`config.mk`:
```
export PLATFORM = sky130hd
export DESIGN_NAME = color_wave_gen
export DESIGN_NICKNAME = d
export VERILOG_FILES = /design/src/rtl/color_pkg.sv /design/src/rtl/color_period_regs.sv /design/src/rtl/color_wave_gen.sv
export SDC_FILE = /design/constraint.sdc
export NUM_CORES = 1
export LEC_CHECK = 0
export BUFFER_PORTS_ARGS = -buffer_cell sky130_fd_sc_hd__buf_2
export CORE_ASPECT_RATIO = 0.5
export CORE_MARGIN = 8
export CORE_UTILIZATION = 33
export CTS_CLUSTER_SIZE = 20
export DETAILED_ROUTE_END_ITERATION = 12
export GPL_TIMING_DRIVEN = 1
export PLACE_DENSITY = 0.48
export SLEW_MARGIN = 0
export SYNTH_ARGS = -nofsm -noshare
export SYNTH_HDL_FRONTEND = slang
export SYNTH_SLANG_ARGS = --single-unit
```
`constraint.sdc`:
```
create_clock -name clk -period 4.7 [get_ports clk]
set_input_delay 0.235 -clock clk [delete_from_list [all_inputs] [get_ports clk]]
set_output_delay 0.235 -clock clk [all_outputs]
set_load 0.1 [all_outputs]
```
`src/rtl/color_pkg.sv`:
```
// Shared definitions for the colour sensor link: select encoding, default
// counter width and the wave generator state encoding.
package color_pkg;

  localparam int COLOR_HW = 16;

  // Filter select encoding shared with the colour receiver
  localparam logic [1:0] SEL_RED   = 2'b00;
  localparam logic [1:0] SEL_BLUE  = 2'b01;
  localparam logic [1:0] SEL_CLEAR = 2'b10;
  localparam logic [1:0] SEL_GREEN = 2'b11;

  typedef enum logic [1:0] {
    ST_SETTLE = 2'b00,
    ST_HIGH   = 2'b01,
    ST_LOW    = 2'b10,
    ST_OFF    = 2'b11
  } wave_state_t;

  // A settle length of 0 behaves as 1 so the FSM always passes through SETTLE
  function automatic int settle_len(input int cyc);
    return (cyc < 1) ? 1 : cyc;
  endfunction

endpackage

```
`src/rtl/color_period_regs.sv`:
```
// Four-entry half-period register bank, one entry per filter select.
// Writes land on the next edge; the read port is combinational.
module color_period_regs
  import color_pkg::*;
#(
  parameter int HW         = COLOR_HW,
  parameter int HALF_RED   = 250,
  parameter int HALF_BLUE  = 400,
  parameter int HALF_CLEAR = 100,
  parameter int HALF_GREEN = 300
) (
  input  logic          clk,
  input  logic          rst,
  input  logic          wr_en,
  input  logic [1:0]    wr_addr,
  input  logic [HW-1:0] wr_data,
  input  logic [1:0]    rd_addr,
  output logic [HW-1:0] rd_data
);

  logic [HW-1:0] half_q [4];

  always_ff @(posedge clk) begin
    if (rst) begin
      half_q[SEL_RED]   <= HW'(HALF_RED);
      half_q[SEL_BLUE]  <= HW'(HALF_BLUE);
      half_q[SEL_CLEAR] <= HW'(HALF_CLEAR);
      half_q[SEL_GREEN] <= HW'(HALF_GREEN);
    end else if (wr_en) begin
      half_q[wr_addr] <= wr_data;
    end
  end

  assign rd_data = half_q[rd_addr];

endmodule

```
`src/rtl/color_wave_gen.sv`:
```
// Colour sensor frequency-output emulator: 50% duty square wave whose
// half-period is selected by the receiver's 2-bit filter select.
//
// state  | meaning
// SETTLE | output held low after reset or a select change
// HIGH   | wave high, counting the half-period down
// LOW    | wave low, counting the half-period down
// OFF    | selected channel has half-period 0; wave parked low
module color_wave_gen
  import color_pkg::*;
#(
  parameter int HW         = COLOR_HW,
  parameter int HALF_RED   = 250,
  parameter int HALF_BLUE  = 400,
  parameter int HALF_CLEAR = 100,
  parameter int HALF_GREEN = 300,
  parameter int SETTLE_CYC = 50
) (
  input  logic          clk,
  input  logic          rst,
  input  logic [1:0]    select,
  input  logic          wr_en,
  input  logic [1:0]    wr_addr,
  input  logic [HW-1:0] wr_data,
  output logic          wave,
  output logic          settled,
  output logic [HW-1:0] edge_cnt
);

  localparam int            SETTLE_LEN  = settle_len(SETTLE_CYC);
  localparam logic [HW-1:0] SETTLE_LOAD = HW'(SETTLE_LEN - 1);
  localparam logic [HW-1:0] ONE         = HW'(1);

  wave_state_t   state_q, state_d;
  logic [HW-1:0] cnt_q, cnt_d;
  logic [HW-1:0] edge_q, edge_d;
  logic [1:0]    sel_q;
  logic [HW-1:0] half_cur;
  logic          sel_chg, cnt_tc, half_zero, wake;

  color_period_regs #(
    .HW         (HW),
    .HALF_RED   (HALF_RED),
    .HALF_BLUE  (HALF_BLUE),
    .HALF_CLEAR (HALF_CLEAR),
    .HALF_GREEN (HALF_GREEN)
  ) u_regs (
    .clk     (clk),
    .rst     (rst),
    .wr_en   (wr_en),
    .wr_addr (wr_addr),
    .wr_data (wr_data),
    .rd_addr (sel_q),
    .rd_data (half_cur)
  );

  assign sel_chg   = (select != sel_q);
  assign cnt_tc    = (cnt_q == '0);
  assign half_zero = (half_cur == '0);
  // Only a nonzero write to the parked channel can bring it back
  assign wake      = wr_en && (wr_addr == sel_q) && (wr_data != '0);

  // Counter holds remaining cycles minus one, so terminal count is zero
  always_comb begin
    state_d = state_q;
    cnt_d   = cnt_q;
    edge_d  = edge_q;
    if (sel_chg) begin
      state_d = ST_SETTLE;
      cnt_d   = SETTLE_LOAD;
    end else begin
      case (state_q)
        ST_SETTLE, ST_LOW: begin
          if (cnt_tc) begin
            if (half_zero) begin
              state_d = ST_OFF;
            end else begin
              state_d = ST_HIGH;
              cnt_d   = half_cur - ONE;
              edge_d  = edge_q + ONE;
            end
          end else begin
            cnt_d = cnt_q - ONE;
          end
        end
        ST_HIGH: begin
          if (cnt_tc) begin
            if (half_zero) begin
              state_d = ST_OFF;
            end else begin
              state_d = ST_LOW;
              cnt_d   = half_cur - ONE;
            end
          end else begin
            cnt_d = cnt_q - ONE;
          end
        end
        ST_OFF: begin
          if (wake) begin
            state_d = ST_SETTLE;
            cnt_d   = SETTLE_LOAD;
          end
        end
        default: begin
          state_d = ST_SETTLE;
          cnt_d   = SETTLE_LOAD;
        end
      endcase
    end
  end

  always_ff @(posedge clk) begin
    if (rst) begin
      state_q <= ST_SETTLE;
      cnt_q   <= SETTLE_LOAD;
      edge_q  <= '0;
      sel_q   <= select;
    end else begin
      state_q <= state_d;
      cnt_q   <= cnt_d;
      edge_q  <= edge_d;
      sel_q   <= select;
    end
  end

  assign wave     = (state_q == ST_HIGH);
  assign settled  = (state_q == ST_HIGH) || (state_q == ST_LOW);
  assign edge_cnt = edge_q;

endmodule

```
=== Yosys cells after proc, flatten, opt, wreduce, memory -nomap -nowiden ===
Memories as Yosys holds them, arrays and structs flattened. A register that Yosys moved wholly into a read port is not among the register bits.
Index checks and enable logic that the tools add are counted.
Widths: inputs -> output; s select.

* Register bits: 36
* Memory bits (writable): 64
* Output and inout bits: 18
* Memories: 1

* Add/subtract/negate cells: 3
* Equal/unequal tests: 9
* Muxes and demuxes: 18
* Bitwise operators: 2
* Reductions and logical operators: 14

{| class="wikitable"
|+ Memories
! memory !! depth !! width !! read ports !! clocked after memory_dff !! wr ports !! RTL line !! RTL
|-
| u_regs.half_q || 4 || 16 || 1 || 1 || 4 || color_period_regs.sv:21 || <nowiki>logic [HW-1:0] half_q [4];</nowiki>
|}

{| class="wikitable"
|+ Operators by type and width
! kind !! count
|-
| $mux 16 || 4
|-
| $logic_not 16->1 || 2
|-
| $pmux 16 s2 || 1
|-
| $sub 16x1->16 const B || 2
|-
| $add 16x1->16 const B || 1
|-
| $reduce_bool 16->1 || 1
|-
| $reduce_or 16->1 || 1
|-
| $mux 2 || 5
|-
| $mux 1 || 7
|-
| $pmux 2 s3 || 1
|-
| $eq 2x2->1 const B || 2
|-
| $ne 2x2->1 const B || 2
|-
| $reduce_and 4->1 || 1
|-
| $reduce_or 2->1 || 2
|-
| $ne 3x3->1 const B || 1
|-
| $reduce_and 3->1 || 1
|-
| $reduce_or 3->1 || 1
|-
| $eq 2x1->1 const B || 1
|-
| $eq 2x2->1 || 1
|-
| $logic_and 1x1->1 || 2
|-
| $logic_not 2->1 || 1
|-
| $ne 2x1->1 const B || 1
|-
| $ne 2x2->1 || 1
|-
| $not 1->1 || 2
|-
| other kinds (2) || 2
|}

=== Depth between registers and ports, before layout ===
* Word-level depth: 5
* Mapped depth: 13
* Depth with buffers taken out: 10

=== Hierarchy ===
From an unflattened synthesis, not the netlist that was laid out.

* Cell total of the unflattened synthesis: 474
* Area total of the unflattened synthesis: 5286.3 µm²

{| class="wikitable"
|+ Modules (own cells, without submodules)
! module !! instances !! cells an instance !! area each (µm²) !! seq. area each (µm²)
|-
| color_period_regs || 1 || 163 || 2900.3 || 1921.8
|-
| color_wave_gen || 1 || 311 || 2386.0 || 720.7
|}

=== Least setup slack after synthesis ===
Ideal clock, no wire load.

* Kind: reg2reg
* Start: reg cnt_q[8]
* End: reg cnt_q[8]
* Library setup time: 87 ps
* Data arrival time: 3187 ps
* Required time: 4613 ps
* Path slack: 1427 ps
* Stages on the path, launching flop included: 13
* Path buffers: 2
* Period minus slack after synthesis: 3273 ps
* Cells stage by stage: dfxtp_1 or4_1 nor4_1 and2_1 clkbuf_1 buf_1 a21oi_1 ha_1 nand4_1 a21oi_1 a41oi_1 o2bb2ai_1 a221oi_2

* Longest elaborated chain between the ends: 3
* Elaborated cells between the ends (all ways): 6
* Those cells by class: add/sub (1); eq/ne (1); mux (2); reduce/logical (2)

{| class="wikitable"
|+ RTL lines
! item !! RTL line !! RTL
|-
| from (decl) || color_wave_gen.sv:35 || <nowiki>logic [HW-1:0] cnt_q, cnt_d;</nowiki>
|-
| from (signal assigned) || color_wave_gen.sv:120 || <nowiki>cnt_q <= cnt_d;</nowiki>
|-
| $sub 16x1->16 / $logic_not 16->1 (equally long branches) || color_wave_gen.sv:83, color_wave_gen.sv:95, color_wave_gen.sv:58 ||
|-
| $mux 16 / $ne 3x3->1 (equally long branches) || n/a ||
|-
| $pmux 16 s2 / $reduce_and 2->1 (equally long branches) || n/a ||
|}

Several ways; a longest one is shown, not always the timed one.
A chain may end at the register's enable or synchronous reset.

=== Final worst setup path ===
* Start: reg sel_q[0]
* End: reg cnt_q[12]

* Longest elaborated chain between the ends: 5
* Elaborated cells between the ends (all ways): 7
* Those cells by class: eq/ne (3); reduce/logical (4)

{| class="wikitable"
|+ RTL lines
! item !! RTL line !! RTL
|-
| from (decl) || color_wave_gen.sv:37 || <nowiki>logic [1:0] sel_q;</nowiki>
|-
| from (signal assigned) || color_wave_gen.sv:117 || <nowiki>sel_q <= select;</nowiki>
|-
| from (signal assigned) || color_wave_gen.sv:122 || <nowiki>sel_q <= select;</nowiki>
|-
| $eq 2x2->1 || color_wave_gen.sv:61 || <nowiki>assign wake = wr_en && (wr_addr == sel_q) && (wr_data != '0);</nowiki>
|-
| $logic_and 1x1->1 (2 in a row) || color_wave_gen.sv:61 ||
|-
| $ne 2x2->1 (no source line) || n/a ||
|-
| $reduce_and 2->1 (no source line) || n/a ||
|}

Several ways; a longest one is shown, not always the timed one.

==> flow_metrics.tcl <==
set metrics [dict create \
    cp-end-kind "flop" \
    synth.area.top_cells "edfxtp_1 38%, dfxtp_1 14%, mux4_2 7.1%" \
    drv_cap 0 \
    die_y_um 104 \
    antenna_found_initial 0 \
    wl_met3_um 798 \
    finalCritPeriodShare 0.803 \
    worstSetupStartpointType "flop" \
    path_class "reg -> reg" \
    min_path_type "in -> reg" \
    clockRootBuffer "clkbuf_16" \
    rows 32 \
    min_period_ns 3.78 \
    synth_top_area_frac 0.378 \
    post-cts-setup-buffers 0 \
    io_buffers 40 \
    setup_viol 0 \
    start_util 0.333 \
    vias 3671 \
    yosysMostFrequentCell "edfxtp_1" \
    hold_viol_final 0 \
    synth_area_um2 5090 \
    fill_cells 1504 \
    chipWidth_um 192 \
    grt_usage 0.131 \
    total_power_mw 1.98 \
    ir_drop_v 0.000172 \
    synth.distinct_cells 60 \
    clock_latency_ns 0.35 \
    dr_wl_met2_um 5430 \
    gr-total-overflow 0 \
    worstPathRequired_ns 4.94 \
    via_per_inst 5.26 \
    arrival_ns 4.02 \
    first_global_vias 3649 \
    die-area_um2 19900 \
    cts_sinks 100 \
    max-slew-margin-rel 0.308 \
    wl_met1_um 6310 \
    post-dp-hpwl_um 8800 \
    status "finished clean" \
    drt_wl_total_um 12700 \
    grt_pass1_wl_um 20500 \
    grt_max_degree 25 \
    tns_ns 0 \
    worst_pin_slew_ns 1.03 \
    postCtsHoldBufs 1 \
    async_reset_ff_frac 0 \
    core_um2 15300 \
    avgSynthCellArea_um2 11.4 \
    drt-initial-drc-count 166 \
    post_cts_resized 0 \
    n_antenna_cell 0 \
    area_growth_pct 15.8 \
    fin_skew_ns 0.00979 \
    highest-signal-layer "met4" \
    clock.fmax_mhz 265 \
    finalMaxSlewViolations 0 \
    cts_buffers 9 \
    yosysTopAreaCell "edfxtp_1" \
    yosysSeqAreaShare 0.519 \
    syn-num-nets 477 \
    rsz0062_at_grt "false" \
    route.detailed.drc 0 \
    cts_max_path_buffers 2 \
    antenna_left 0 \
    wl_per_cell_um 18.3 \
    synth_edf_count 64 \
    synth_seq_cells 100 \
    place.gp.congestion 0.799 \
    htree_levels 3 \
    yosys_warnings 0 \
    io_pins 41 \
    path_max_fanout 18 \
    p_leak_nw 2.06 \
    cts.clk_slew.worst_paths_ns 0.07 \
    yosys-top-cells-count "64 x edfxtp_1, 51 x and2_1, 36 x dfxtp_1" \
    first_pass_iters 5 \
    final_nets 518 \
    syn_inst 448 \
    ys.flop_type "edfxtp_1" \
    pwr_density_cell_nw_per_um2 336 \
    drive_above_1_share 0.190 \
    cts_tree "done" \
]
path summary, 6_finish.rpt:
path | startpoint | endpoint | slack, ns | cells after the start
worst max-delay path | sel_q[0] | cnt_q[12] | 0.92 | 7
worst min-delay path | select[0] | sel_q[0] | 0.01 | 1
worst max register to register | sel_q[0] | cnt_q[12] | 0.92 | 7
worst min register to register | edge_cnt[15] | edge_cnt[15] | 0.48 | 2
area by class of cell:
class | count | area (um2) | share of cell area
clock buffer | 9 | 225 | 0.0382
timing repair buffer | 51 | 285 | 0.0484
tap | 204 | 255 | 0.0433
clock inverter | 7 | 109 | 0.0185
multi-input combinational | 316 | 2330 | 0.396
sequential | 100 | 2640 | 0.449
inverter | 11 | 41.3 | 0.00701
cell families (layout without fill, tap and decap cells):
kind of cell    after synthesis  in the layout  synth area share
fa+ha+maj                     6              6            0.0148
xor+xnor                      8              8            0.0138
mux                          19             19            0.0767
buf+inv                      32             78            0.0263
flops                       100            100             0.519
compound gates               96             96             0.137
simple gates                187            187             0.212
power breakdown:
part	total [mW]	internal [mW]	switching [mW]
logic	0.158	0.0627	0.0953
registers	0.993	0.979	0.0148
clock network	0.828	0.476	0.352
cell usage in the layout, fill, tap and decap left out, types with 11 or more instances in the layout:
| cell type | instances |
|---|---|
| nand2_1 | 17 |
| nor2_1 | 18 |
| edfxtp_1 | 64 |
| inv_1 | 11 |
| or3_1 | 14 |
| dfxtp_1 | 36 |
| nand3_1 | 15 |
| nand2b_1 | 19 |
| o211ai_1 | 11 |
| a21oi_1 | 20 |
| mux4_2 | 16 |
| buf_2 | 40 |
| and2_1 | 51 |
flip-flops by register name, summed over array words and instances, names as in the netlist:
name and cells:
u_regs.half_q 64, cnt_q 16, edge_cnt 16, state_q 2, sel_q 2
worst max-delay path, cell delays in order, from the launching register on:
cell	delay, ns
dfxtp_1	0.31
buf_4	0.32
mux4_2	0.62
or4_1	0.58
or4_1	0.74
o31a_1	0.54
a22o_1	0.26
a211o_1	0.28
metrics by stage:
step	setup slack (ns)	std cells	hold slack [ns]	instance area, um2	utilization
after floorplan	1.43	448	0.263	5090	-
after global placement	0.941	681	0.363	5550	0.364
after detailed placement	0.912	681	0.366	5550	0.364
after CTS	0.898	698	0.00428	5890	0.386
after global routing	0.674	698	0.00156	5890	0.386
final	0.925	698	0.0117	5890	0.386
per-layer routing:
| layer | track usage | vias to the layer above |
|---|---|---|
| met5 | 0 | - |
| met4 | 0.0350 | 0 |
| met3 | 0.0358 | 17 |
| met2 | 0.195 | 99 |
| met1 | 0.183 | 1755 |
| li1 | - | 1800 |
No activity file was read; power rests on OpenSTA's default activity.
